<file path="src/rtl/pic_pkg.sv">
// Shared encodings for the cascade acknowledge logic: device role and
// acknowledge-sequence state.
package pic_pkg;
  localparam logic PIC_SLAVE  = 1'b0;
  localparam logic PIC_MASTER = 1'b1;

  typedef enum logic [1:0] {
    IDLE = 2'd0,
    ACK1 = 2'd1,
    ACK2 = 2'd2,
    ACK3 = 2'd3
  } ack_state_e;

  // The final INTA pulse is the 2nd in 8086 mode and the 3rd in 8080 mode.
  function automatic logic is_last_pulse(input ack_state_e s, input logic m86);
    return m86 ? (s == ACK2) : (s == ACK3);
  endfunction
endpackage

</file>
<file path="src/rtl/cascade_master_driver_inta_edge_detect.sv">
// INTA edge strobes. A low inta_n held across reset release is not an edge:
// the first cycle after reset only loads the history register.
module inta_edge_detect (
  input  logic clk,
  input  logic rst_n,
  input  logic inta_n,
  output logic o_fall,
  output logic o_rise
);
  logic r_prev;
  logic r_armed;

  always_ff @(posedge clk or negedge rst_n) begin
    if (!rst_n) begin
      r_prev  <= 1'b1;
      r_armed <= 1'b0;
    end else begin
      r_prev  <= inta_n;
      r_armed <= 1'b1;
    end
  end

  assign o_fall = r_armed &  r_prev & ~inta_n;
  assign o_rise = r_armed & ~r_prev &  inta_n;
endmodule

</file>
<file path="src/rtl/cascade_master_driver.sv">
// Master-side cascade driver: tracks the INTA pulse train, drives the slave
// address on CAS and decides who owns the data bus in each pulse.
module cascade_master_driver
  import pic_pkg::*;
#(
  parameter logic SLAVE  = PIC_SLAVE,
  parameter logic MASTER = PIC_MASTER
) (
  input  logic       clk,
  input  logic       rst_n,
  input  logic       sp_en,
  input  logic       sngl,
  input  logic [7:0] icw3_map,
  input  logic       mode_8086,
  input  logic       inta_n,
  input  logic       ack_valid,
  input  logic [2:0] ack_level,
  output logic [2:0] cas_out,
  output logic       cas_oe,
  output logic       master_data_en,
  output logic       ack_done,
  output logic       ack_cascaded
);
  logic       w_fall, w_rise;
  logic [2:0] w_level;
  logic       w_casc;
  logic       w_is_master;

  ack_state_e r_state;
  logic       r_m86;
  logic       r_casc;
  logic       r_cas_oe;
  logic [2:0] r_cas_out;
  logic       r_mde;
  logic       r_done;

  inta_edge_detect u_edge (
    .clk    (clk),
    .rst_n  (rst_n),
    .inta_n (inta_n),
    .o_fall (w_fall),
    .o_rise (w_rise)
  );

  assign w_is_master = (sp_en == MASTER);
  // No winner at the first edge means a spurious IR7, never cascaded.
  assign w_level = ack_valid ? ack_level : 3'd7;
  assign w_casc  = w_is_master & ~sngl & ack_valid & icw3_map[w_level];

  always_ff @(posedge clk or negedge rst_n) begin
    if (!rst_n) begin
      r_state   <= IDLE;
      r_m86     <= 1'b0;
      r_casc    <= 1'b0;
      r_cas_oe  <= 1'b0;
      r_cas_out <= 3'd0;
      r_mde     <= 1'b0;
      r_done    <= 1'b0;
    end else begin
      r_done <= 1'b0;
      if (w_fall) begin
        case (r_state)
          IDLE: begin
            r_state   <= ACK1;
            r_m86     <= mode_8086;
            r_casc    <= w_casc;
            r_cas_oe  <= w_casc;
            r_cas_out <= w_casc ? w_level : 3'd0;
            r_mde     <= ~mode_8086;
          end
          ACK1: begin
            r_state <= ACK2;
            r_mde   <= ~r_casc;
          end
          ACK2: begin
            if (!r_m86) begin
              r_state <= ACK3;
              r_mde   <= ~r_casc;
            end
          end
          default: ;
        endcase
      end else if (w_rise) begin
        r_mde <= 1'b0;
        if (is_last_pulse(r_state, r_m86)) begin
          r_state   <= IDLE;
          r_done    <= 1'b1;
          r_cas_oe  <= 1'b0;
          r_cas_out <= 3'd0;
        end
      end
    end
  end

  // A slave never drives CAS, even if the role input flips mid-sequence.
  assign cas_oe         = r_cas_oe & w_is_master;
  assign cas_out        = cas_oe ? r_cas_out : 3'd0;
  assign master_data_en = r_mde;
  assign ack_done       = r_done;
  assign ack_cascaded   = r_casc;
endmodule

</file>
<file path="config.mk">
export PLATFORM = sky130hd
export DESIGN_NAME = cascade_master_driver
export DESIGN_NICKNAME = d
export VERILOG_FILES = /design/src/rtl/pic_pkg.sv /design/src/rtl/cascade_master_driver_inta_edge_detect.sv /design/src/rtl/cascade_master_driver.sv
export SDC_FILE = /design/constraint.sdc
export NUM_CORES = 1
export LEC_CHECK = 0
export BUFFER_PORTS_ARGS = -buffer_cell sky130_fd_sc_hd__clkbuf_2
export CAP_MARGIN = 20
export CORE_MARGIN = 2
export CORE_UTILIZATION = 42
export DETAILED_ROUTE_END_ITERATION = 12
export GPL_ROUTABILITY_DRIVEN = 0
export GPL_TIMING_DRIVEN = 0
export HOLD_SLACK_MARGIN = 0.15
export PLACE_DENSITY = 0.7
export SYNTH_ARGS = -nofsm -noshare
export SYNTH_HDL_FRONTEND = slang
export SYNTH_HIERARCHICAL = 1
export SYNTH_SLANG_ARGS = --single-unit
</file>
<file path="constraint.sdc">
create_clock -name clk -period 1.6 [get_ports clk]
set_input_delay 0.32 -clock clk [delete_from_list [all_inputs] [get_ports clk]]
set_output_delay 0.32 -clock clk [all_outputs]
set_load 0.03 [all_outputs]
</file>
# Word-level counts from Yosys, hierarchy flattened
# Cells that the tools add are included.
# word_totals
regBits,12
inputBits,18
output_inout_bits,7
elab_cells,62
# classes
order_cmp,1
n_eq_ne,6
mux,26
n_bitwise,13
n_reduce_logical,7
# ops
cell,n
3-bit two-way mux,7
1-bit two-way mux,12
1-bit AND,8
2-bit two-way mux,4
2-bit one-hot mux with 3 select lines,1
3-bit AND reduction,2
1-bit inverter,5
2-bit equality test (second input constant),2
3-bit by 4-bit < comparator with 1-bit output (second input constant),1
4-bit inequality test (second input constant),1
4-bit AND reduction,1
2-bit nonzero test,2
1-bit binary-select mux with 3-bit select,1
3-bit inequality test (second input constant),1
1-bit one-hot mux with 3 select lines,1
2-bit by 1-bit equality test with 1-bit output (second input constant),1
2-bit zero test,1
2-bit inequality test (second input constant),1
2-bit AND reduction,1

# Depth between registers and ports, before layout
# Gate-level depths: netlist (run 1).
# logic_depth
word_depth,7
ltp_mapped,6
mapped_depth_nobuf,6

# Hierarchy
# The synthesis (run 1) kept the hierarchy.
# modules_own_cells
mod,n_inst,cells_each,area_per_inst_um2,seq_area_each_um2
cascade_master_driver,1,62,646.9,250.2
inta_edge_detect,1,5,72.6,51.3

# Least setup slack after synthesis (run 1)
# OpenSTA, ideal clock, no wires.
# synth_timing
path_kind,reg2reg
start,reg u_edge.r_prev
end,reg r_cas_out[0]
setup_time_ps,92
t_arrival_ps,1389
t_required_ps,1508
setup_slack_ps,119
stages_incl_launch_ff,5
n_path_buf,0
synth_period_minus_slack_ps,1481
path_cell_list,dfstp_2 and3b_1 nand2_1 or3_4 o31ai_2
# synth_between
elab_cells_between_ends,10
cone_classes,1 x eq/ne; 1 x mux; 5 x bitwise; 3 x reduce/logical
# synth_lines
element,line,text
from (decl),cascade_master_driver_inta_edge_detect.sv:10,logic r_prev;
from (signal assigned),cascade_master_driver_inta_edge_detect.sv:18,r_prev <= inta_n;
1-bit AND (*) (2 in series),cascade_master_driver_inta_edge_detect.sv:23,assign o_fall = r_armed & r_prev & ~inta_n;
named net w_fall,cascade_master_driver.sv:24,"logic w_fall, w_rise;"
2-bit inequality test (no source line) or 2-bit nonzero test (tied branches),n/a,
3-bit AND reduction (no source line),n/a,
to (signal assigned),cascade_master_driver.sv:68,r_cas_out <= w_casc ? w_level : 3'd0;
to (decl),cascade_master_driver.sv:33,logic [2:0] r_cas_out;
# The timed path passes the listed nets; every way through them passes the cells marked *.
# A chain may end at the register's enable or synchronous reset.

# Worst setup path in the final report (run 1)
# Same ends and word-level chain as after synthesis.

==> impl_metrics.yaml, run 1 <==
power_and_ir_drop:
  vdd_drop_max_v: 0.000759
  switching_power_w: 0.000356
  p_per_area_nw_per_um2: 1100
  seqPwrFrac_pct: 42.5
  p_int_w: 0.000652
  pwr-share-comb_pct: 38.6
  switching_share_pct: 35.3
  pwr-share-clk_pct: 18.8
  p_leak_nw: 0.479
cells_and_area:
  final_common_cell: "clkbuf_2"
  final_layout_size_suffix_gt1_share_pct: 41.7
  synthToLayoutAreaGrowth_pct: 27.5
  n_antenna_cell: 0
  fin_nets: 119
  final_cell_mix: "clkbuf_2, dfrtp_1, nand2_1"
synthesis:
  synth.net_count: 89
  async_flop_share_pct: 100
  syn_area_um2: 719
  ys_ff_latch: 12
  yosysSeqAreaShare_pct: 41.9
  synth_cell_types: 28
  postSynthAreaPerCell_um2: 10.7
  yosysWarnings: 6
  synth_flop_cell: "dfrtp_1"
  synth_edf_count: 0
  syn_inst: 67
floorplan:
  ios: 25
  die_y_um: 45.4
  start_util_pct: 46.1
  placement_rows: 14
  core_um2: 1560
  chipWidth_um: 45.4
  die_area_um2: 2060
cts:
  clkSlewWorstSetupHoldPaths_ns: 0.07
  cts_sinks: 12
  cts_made_buffers: 3
  htreeDepth: 1
  post-cts-setup-buffers: 0
  tritoncts: "yes"
  clk_latency_ns: 0.27
  clockBufferDepth: 2
  clock-root-buffer: "clkbuf_4"
placement:
  port_buffers: 23
  dp.final_hpwl_mm: 1.03
  detailedPlace.worstSlack_ns: 0.0426
setup_path:
  crit_path_end_kind: "flop"
  critical_path.max_fanout: 5
  cpPeakStageDelay_ns: 0.52
  critPathKind: "reg -> reg"
  cp-start-kind: "flop"
  crit_arrival_ns: 1.73
  critPathBufInv: 0
  crit_slowest_cell: "dfstp_2"
  crit_chain: "and3b_2 > nand2_2 > or3_4 > o31ai_4"
  cp_top_family: "simple AND/OR/NAND/NOR gates"
  cp.required_ns: 1.79
drt:
  firstDrtPassIters: 2
  viasPerCell: 5.15
  antenna_left: 0
  avgRoutedWirePerCell_um: 11.3
  wl_mm: 1.26
  drt_drc_violations_left: 0
  drt_iter0_drc: 5
  vias: 577
job:
  cap_violations: 0
sta:
  finalClockSkew_ns: 0.00301
  setup_violations: 0
  finalCritPeriodShare_pct: 96.3
  final.min_clock_period_ns: 1.54
  whs_ns: 0.299
  fin_ws_ns: 0.0589
  fmax_ghz: 0.649
  hold_violations: 0
  timing.setup.tns_ns: 0
  slew_viol_final: 0
global_routing:
  grt_use_total_pct: 14.3
  grt_pass1_wl_mm: 2.08
  grt_max_degree: 13
  grt_pass1_vias: 530
  grt_overflow: 0
  antenna_found_initial: 0
status:
  outcome: "finished, final reports clean"
worst_hold_path:
  hold_path_class: "in -> reg"
## stage by stage
stage | utilization [%] | instances | area [um^2] | total power [W]
6_report | 58.8 | 112 | 917 | 0.00101
5_1_grt | 58.8 | 112 | 917 | 0.00109
4_1_cts | 57.8 | 112 | 901 | 0.00100
3_5_place_dp | 54.8 | 106 | 855 | 0.000804
3_3_place_gp | 54.8 | 106 | 855 | 0.000791
2_1_floorplan | - | 67 | 719 | 0.000698
## routing by layer
| layer | GRT usage (%) | wire length (um) | up-vias |
|---|---|---|---|
| li1 | - | - | 295 |
| met1 | 18.3 | 573 | 263 |
| met2 | 22.3 | 620 | 17 |
| met3 | 3.57 | 55 | 2 |
| met4 | 7.06 | 14 | 0 |
| met5 | 0 | 0 | - |
## worst paths after layout
path	startpoint	endpoint	slack, ns	cells after the start
setup / recovery	u_edge/r_prev$_DFF_PN1_	r_cas_out[0]$_DFFE_PN0P_	0.06	4
hold / removal	mode_8086	r_m86$_DFFE_PN0P_	0.30	2
setup reg to reg	u_edge/r_prev$_DFF_PN1_	r_cas_out[0]$_DFFE_PN0P_	0.06	4
hold reg to reg	r_cas_out[1]$_DFFE_PN0P_	r_cas_out[1]$_DFFE_PN0P_	0.48	2
max in group asynchronous	rst_n	u_edge/r_prev$_DFF_PN1_	0.85	2
min in group asynchronous	rst_n	ack_cascaded$_DFFE_PN0P_	0.47	2
## timing repair
action | CTS | global route
hold buffers | 2 | 0
resized for setup | 0 | 6
endpoints found under the setup margin | 0 | 4
endpoints found under the hold margin | 12 | 0
## Yosys cell counts, types with 2 or more instances
library cell   n  area share, %
inv_1          4            2.1
mux2i_1        4            5.6
ha_1           4            7.0
dfrtp_1       11             38
and3_1         3            2.6
o21ai_1        2            1.4
and2_1         2            1.7
a21boi_1       2            2.1
o21ai_0        2            1.4
nor2b_1        2            1.7
mux2_2         3            4.7
and3b_1        2            2.4
a22o_1         2            2.4
nand2_1       10            5.2
## flip-flops by register name (all words and copies together) (netlist names)
| register | cells |
|---|---|
| r_cas_out | 3 |
| r_state | 2 |
| ack_cascaded | 1 |
| ack_done | 1 |
| master_data_en | 1 |
| r_cas_oe | 1 |
| r_m86 | 1 |
| u_edge/r_armed | 1 |
| u_edge/r_prev | 1 |
## power groups by stage
stage / clock [W] / sequential (W) / combinational [W]
finish: 0.000190 / 0.000429 / 0.000389
floorplan: 0 / 0.000457 / 0.000241
global placement: 0 / 0.000431 / 0.000360
detailed placement: 0 / 0.000434 / 0.000370
global route: 0.000214 / 0.000438 / 0.000434
CTS: 0.000200 / 0.000428 / 0.000376
## area by class of cell
type | instances | area, um^2
fillers | 140 | 642
multi-input cells | 50 | 412
plain buffers | 1 | 7.51
inverters | 4 | 15.0
repair buffers | 25 | 135
flip-flops and latches | 12 | 302
well taps | 16 | 20.0
clock buffers | 4 | 26.3
## cell families (layout without fill, tap and decap cells)
| logic type | after synthesis | after routing | synth area share (%) |
|---|---|---|---|
| buf+inv | 5 | 34 | 3.13 |
| flops | 12 | 12 | 41.9 |
| fa+ha+maj | 4 | 4 | 6.96 |
| compound gates | 14 | 14 | 16.5 |
| simple gates | 24 | 24 | 20.7 |
| other cells | 1 | 1 | 0.521 |
| mux | 7 | 7 | 10.3 |
## worst register-to-register path: cells and delay by family (launching register included)
| family | cells | cell delay [ns] |
|---|---|---|
| compound gates | 1 | 0.21 |
| flops | 1 | 0.52 |
| simple gates | 3 | 0.73 |
(Power assumes the default switching activity.)
==> run 2, diff against run 1 <==
- CORE_UTILIZATION: 42 -> 30
- CTS_CLUSTER_DIAMETER: not set -> 200
- PLACE_DENSITY: 0.7 -> not set
==> run 2 against run 1 <==
Clock power hardly changed. Via count is 1.9% higher. Sequential share of layout area is 0.40 points lower. Critical path depth stayed put. Clock-buffer cell count stayed put. Combinational power is 1% higher. Final cell count is 9.8% higher. Sequential power hardly changed. Maximum frequency is 1.2% lower. Largest cell class unchanged. Largest power group unchanged.
==> impl_metrics.yaml, run 2 (synthesis gave the netlist of run 1 again) <==
status:
  outcome: "finished, final reports clean"
cts:
  tritoncts: "yes"
  htreeDepth: 1
  clkSlewWorstSetupHoldPaths_ns: 0.07
  post-cts-setup-buffers: 0
  cts_made_buffers: 3
  clock-root-buffer: "clkbuf_4"
  clockBufferDepth: 2
  ctsHoldBuffers: 1
  cts_sinks: 12
  clk_latency_ns: 0.26
setup_path:
  cp.required_ns: 1.78
  cp-start-kind: "flop"
  crit_path_end_kind: "flop"
  crit_slowest_cell: "dfstp_2"
  cp_top_family: "simple AND/OR/NAND/NOR gates"
  critPathBufInv: 0
  crit_arrival_ns: 1.74
  critical_path.max_fanout: 5
  critPathKind: "reg -> reg"
  cpPeakStageDelay_ns: 0.53
  crit_chain: "and3b_2 > nand2_2 > or3_4 > o31ai_4"
sta:
  rsz0062_at_grt: "true"
  final.min_clock_period_ns: 1.56
  finalCritPeriodShare_pct: 97.5
  timing.setup.tns_ns: 0
  setup_violations: 0
  hold_violations: 0
  finalClockSkew_ns: 0.00221
  slew_viol_final: 0
  fmax_ghz: 0.641
drt:
  drt_iter0_drc: 16
  viasPerCell: 4.78
  vias: 588
  antenna_left: 0
  firstDrtPassIters: 4
  drt_drc_violations_left: 0
  avgRoutedWirePerCell_um: 11.6
  wl_mm: 1.42
job:
  cap_violations: 0
global_routing:
  grt_pass1_vias: 572
  grt_pass1_wl_mm: 2.46
  grt_use_total_pct: 12.0
  grt_overflow: 0
  antenna_found_initial: 0
  grt_max_degree: 13
floorplan:
  start_util_pct: 32.2
  placement_rows: 17
  die_area_um2: 2810
  chipWidth_um: 53.0
  core_um2: 2230
  ios: 25
  die_y_um: 53.0
power_and_ir_drop:
  pwr-share-clk_pct: 18.7
  p_leak_nw: 0.486
  seqPwrFrac_pct: 42.5
  p_int_w: 0.000651
  switching_share_pct: 35.8
  vdd_drop_max_v: 0.000483
  p_per_area_nw_per_um2: 1090
  switching_power_w: 0.000362
  pwr-share-comb_pct: 38.8
cells_and_area:
  top_regs: "r_cas_out: 3 flops, r_state: 2 flops"
  fin_cells: 123
  synthToLayoutAreaGrowth_pct: 29.0
  largest-register: "r_cas_out"
  n_antenna_cell: 0
  largest_reg_flops: 3
  final_common_cell: "clkbuf_2"
  final_layout_size_suffix_gt1_share_pct: 43.2
  fin_nets: 118
  final_cell_mix: "clkbuf_2, dfrtp_1, nand2_1"
  n_fill_cell: 225
worst_hold_path:
  hold_path_class: "in -> reg"
placement:
  dp.final_hpwl_mm: 1.16
  dp.cells: 118
  port_buffers: 23
==> run 2: cell types whose count changed in the layout (fill, tap and decap cells not counted) <==
cell | before | now
o21ai_1 | 4 | 2
o21ai_0 | 0 | 2
dlygate4sd3_1 | 2 | 1
o22ai_2 | 0 | 1
o22ai_1 | 1 | 0
==> run 2: area by class of cell <==
| type | instances | area (um^2) | area share, % |
|---|---|---|---|
| plain buffers | 1 | 7.51 | 0.809 |
| clock buffers | 4 | 26.3 | 2.83 |
| inverters | 4 | 15.0 | 1.62 |
| multi-input cells | 50 | 418 | 45.0 |
| flip-flops and latches | 12 | 302 | 32.5 |
| well taps | 28 | 35.0 | 3.77 |
| repair buffers | 24 | 125 | 13.5 |
==> run 2: what timing repair did <==
item / in CTS / in global routing
hold endpoints to repair: 11 / 1
setup endpoints to repair: 0 / 7
gates resized for setup: 0 / 5
==> run 2: final timing paths <==
kind,startpoint,end,slack (ns),cells past startpoint
worst max-delay path,u_edge/r_prev$_DFF_PN1_,r_cas_out[0]$_DFFE_PN0P_,0.04,4
worst min-delay path,inta_n,u_edge/r_prev$_DFF_PN1_,0.16,1
worst max register to register,u_edge/r_prev$_DFF_PN1_,r_cas_out[0]$_DFFE_PN0P_,0.04,4
worst min register to register,r_cas_out[2]$_DFFE_PN0P_,r_cas_out[2]$_DFFE_PN0P_,0.48,2
max in group asynchronous,rst_n,u_edge/r_prev$_DFF_PN1_,0.85,2
min in group asynchronous,rst_n,r_state[1]$_DFFE_PN0P_,0.47,2
==> run 2: power groups by stage <==
stage                     Clock, W  Sequential, W  Combinational [W]
after floorplan                  0       0.000457           0.000241
after global placement           0       0.000431           0.000361
after detailed placement         0       0.000435           0.000373
after CTS                 0.000194       0.000431           0.000380
after global routing      0.000220       0.000440           0.000440
final                     0.000190       0.000430           0.000393
==> run 2: through the flow <==
| stage | util [%] | power (W) | cell area [um^2] | worst slack, ns | hold slack, ns |
|---|---|---|---|---|---|
| after global routing | 41.6 | 0.00110 | 928 | -0.0151 | 0.140 |
| after detailed placement | 38.9 | 0.000808 | 870 | 0.0215 | 0.222 |
| after global placement | 38.9 | 0.000792 | 870 | 0.0192 | 0.218 |
| final | 41.6 | 0.00101 | 928 | 0.0400 | 0.159 |
| after CTS | 40.6 | 0.00101 | 906 | 0.00219 | 0.159 |
| after floorplan | - | 0.000698 | 719 | 0.119 | 0.0244 |
==> run 2: layer usage <==
layer  up-vias  wire, um  GRT usage (%)
met5         -         0              0
met1       270       610           14.3
met4         0        16           3.85
met2        22       695           20.6
li1        294         -              -
met3         2        99           3.11
==> run 3, diff against run 2 <==
- CELL_PAD_IN_SITES_DETAIL_PLACEMENT: not set -> 1
- CELL_PAD_IN_SITES_GLOBAL_PLACEMENT: not set -> 1
- PLACE_DENSITY_LB_ADDON: not set -> 0.1
==> run 3 against run 2 <==
Critical path depth stayed put. Via count stayed put. Register-to-register slack barely moved. Final cell count increased by 0.81%. Sequential power about the same. Clock skew about the same. Total power rose by 4.6%. Worst hold slack better by 0.16 ns. Largest power group unchanged.
==> impl_metrics.yaml, run 3 (synthesis gave the netlist of run 1 again) <==
drt:
  wl_mm: 1.45
  drt_drc_violations_left: 0
  drt_iter0_drc: 2
  avgRoutedWirePerCell_um: 11.7
  antenna_left: 0
  firstDrtPassIters: 2
  viasPerCell: 4.74
  vias: 588
setup_path:
  critical_path.max_fanout: 5
  reg2reg_from: "u_edge/r_prev$_DFF_PN1_"
  crit_path_end_kind: "flop"
  crit_arrival_ns: 1.73
  r2r_end: "r_cas_out[0]$_DFFE_PN0P_"
  crit_chain: "and3b_2 > nand2_2 > or3_4 > o31ai_2"
  r2r_slack_ns: 0.05
  cp.required_ns: 1.78
  cp-endpoint: "r_cas_out[0]$_DFFE_PN0P_"
  startpoint: "u_edge/r_prev$_DFF_PN1_"
  critPathKind: "reg -> reg"
  cpPeakStageDelay_ns: 0.52
  crit_slowest_cell: "dfstp_2"
  r2r_cells: 4
  cp-start-kind: "flop"
cts:
  cts_made_buffers: 3
  clk_latency_ns: 0.27
  tritoncts: "yes"
  cts_sinks: 12
  clkSlewWorstSetupHoldPaths_ns: 0.07
  htreeDepth: 1
  clock-root-buffer: "clkbuf_4"
  post-cts-setup-buffers: 0
  clockBufferDepth: 2
sta:
  timing.setup.tns_ns: 0
  hold_violations: 0
  finalClockSkew_ns: 0.00251
  fmax_ghz: 0.646
  final.min_clock_period_ns: 1.55
  finalCritPeriodShare_pct: 96.8
  slew_viol_final: 0
  rsz0062_at_grt: "true"
  setup_violations: 0
floorplan:
  ios: 25
  core_um2: 2230
  die_area_um2: 2810
  start_util_pct: 32.2
  chipWidth_um: 53.0
  placement_rows: 17
  die_y_um: 53.0
global_routing:
  grt_pass1_vias: 513
  grt_overflow: 0
  grt_pass1_wl_mm: 2.26
  antenna_found_initial: 0
  grt_use_total_pct: 11.6
  grt_max_degree: 13
cells_and_area:
  synthToLayoutAreaGrowth_pct: 31.7
  largest_reg_flops: 3
  top_regs: "r_cas_out: 3 flops, r_state: 2 flops"
  n_fill_cell: 289
  n_antenna_cell: 0
  fin_nets: 119
  final_common_cell: "clkbuf_2"
  largest-register: "r_cas_out"
  final_layout_size_suffix_gt1_share_pct: 43.8
  fin_util_pct: 42.4
  final_cell_mix: "clkbuf_2, dfrtp_1, nand2_1"
placement:
  port_buffers: 23
  dp.final_hpwl_mm: 1.23
power_and_ir_drop:
  pwr-share-clk_pct: 22.0
  p_per_area_nw_per_um2: 1120
  switching_share_pct: 34.3
  p_leak_nw: 0.505
  pwr-share-comb_pct: 37.4
  switching_power_w: 0.000363
  p_int_w: 0.000696
  seqPwrFrac_pct: 40.6
  vdd_drop_max_v: 0.000634
worst_hold_path:
  hold_path_class: "in -> reg"
job:
  cap_violations: 0
status:
  outcome: "finished, final reports clean"
run 3: what timing repair did:
item | in CTS | in global routing
gates resized for setup | 1 | 4
gates cloned | 0 | 0
endpoints found under the setup margin | 1 | 7
hold endpoints to repair | 12 | 0
hold buffers | 2 | 0
pin swaps | 0 | 1
run 3: how the worst min path moves through the flow:
stage / from / endpoint / slack, ns / cells past startpoint
6_report: mode_8086 / r_m86$_DFFE_PN0P_ / 0.32 / 2
5_1_grt: mode_8086 / r_m86$_DFFE_PN0P_ / 0.31 / 2
4_1_cts: mode_8086 / r_m86$_DFFE_PN0P_ / 0.31 / 2
3_5_place_dp: rst_n / r_state[1]$_DFFE_PN0P_ / 0.22 / 1
3_3_place_gp: rst_n / r_state[1]$_DFFE_PN0P_ / 0.22 / 1
2_1_floorplan: rst_n / ack_cascaded$_DFFE_PN0P_ / 0.02 / 0
run 3: metal layers:
metal | part of all wire (%) | track usage (%) | wire length [um] | up-vias
li1 | - | - | - | 295
met1 | 46 | 15.1 | 668 | 271
met2 | 46 | 17.7 | 675 | 20
met3 | 6.5 | 4.24 | 94 | 2
met4 | 0.96 | 3.85 | 14 | 0
met5 | 0 | 0 | 0 | -
run 3: power by group through the flow:
| stage | Sequential (W) | Combinational (W) | Clock, W |
|---|---|---|---|
| detailed placement | 0.000436 | 0.000374 | 0 |
| floorplan | 0.000457 | 0.000241 | 0 |
| global placement | 0.000432 | 0.000368 | 0 |
| finish | 0.000430 | 0.000396 | 0.000233 |
| CTS | 0.000431 | 0.000380 | 0.000242 |
| global route | 0.000442 | 0.000443 | 0.000258 |
run 3: critical path, delay by kind of cell (launching register included):
kind            cells  cell delay, ns
compound gates      1            0.22
simple gates        3            0.72
flops               1            0.52
run 3: final cells by class:
class | count | area [um^2] | area share, %
inverters | 4 | 15.0 | 1.59
clock buffers | 4 | 36.3 | 3.83
multi-input cells | 50 | 417 | 44.0
well taps | 28 | 35.0 | 3.70
flip-flops and latches | 12 | 302 | 31.8
plain buffers | 1 | 7.51 | 0.793
repair buffers | 25 | 135 | 14.3
run 3: per-stage QoR:
stage                     hold WS [ns]  setup WS (ns)  area, um^2  total power (W)  std cells
after floorplan                 0.0244          0.119         719         0.000698         67
after global placement           0.224         0.0203         870         0.000800        118
after detailed placement         0.223        0.00543         870         0.000811        118
after CTS                        0.314         0.0158         927          0.00105        124
after global routing             0.312        -0.0248         947          0.00114        124
final                            0.317         0.0508         947          0.00106        124
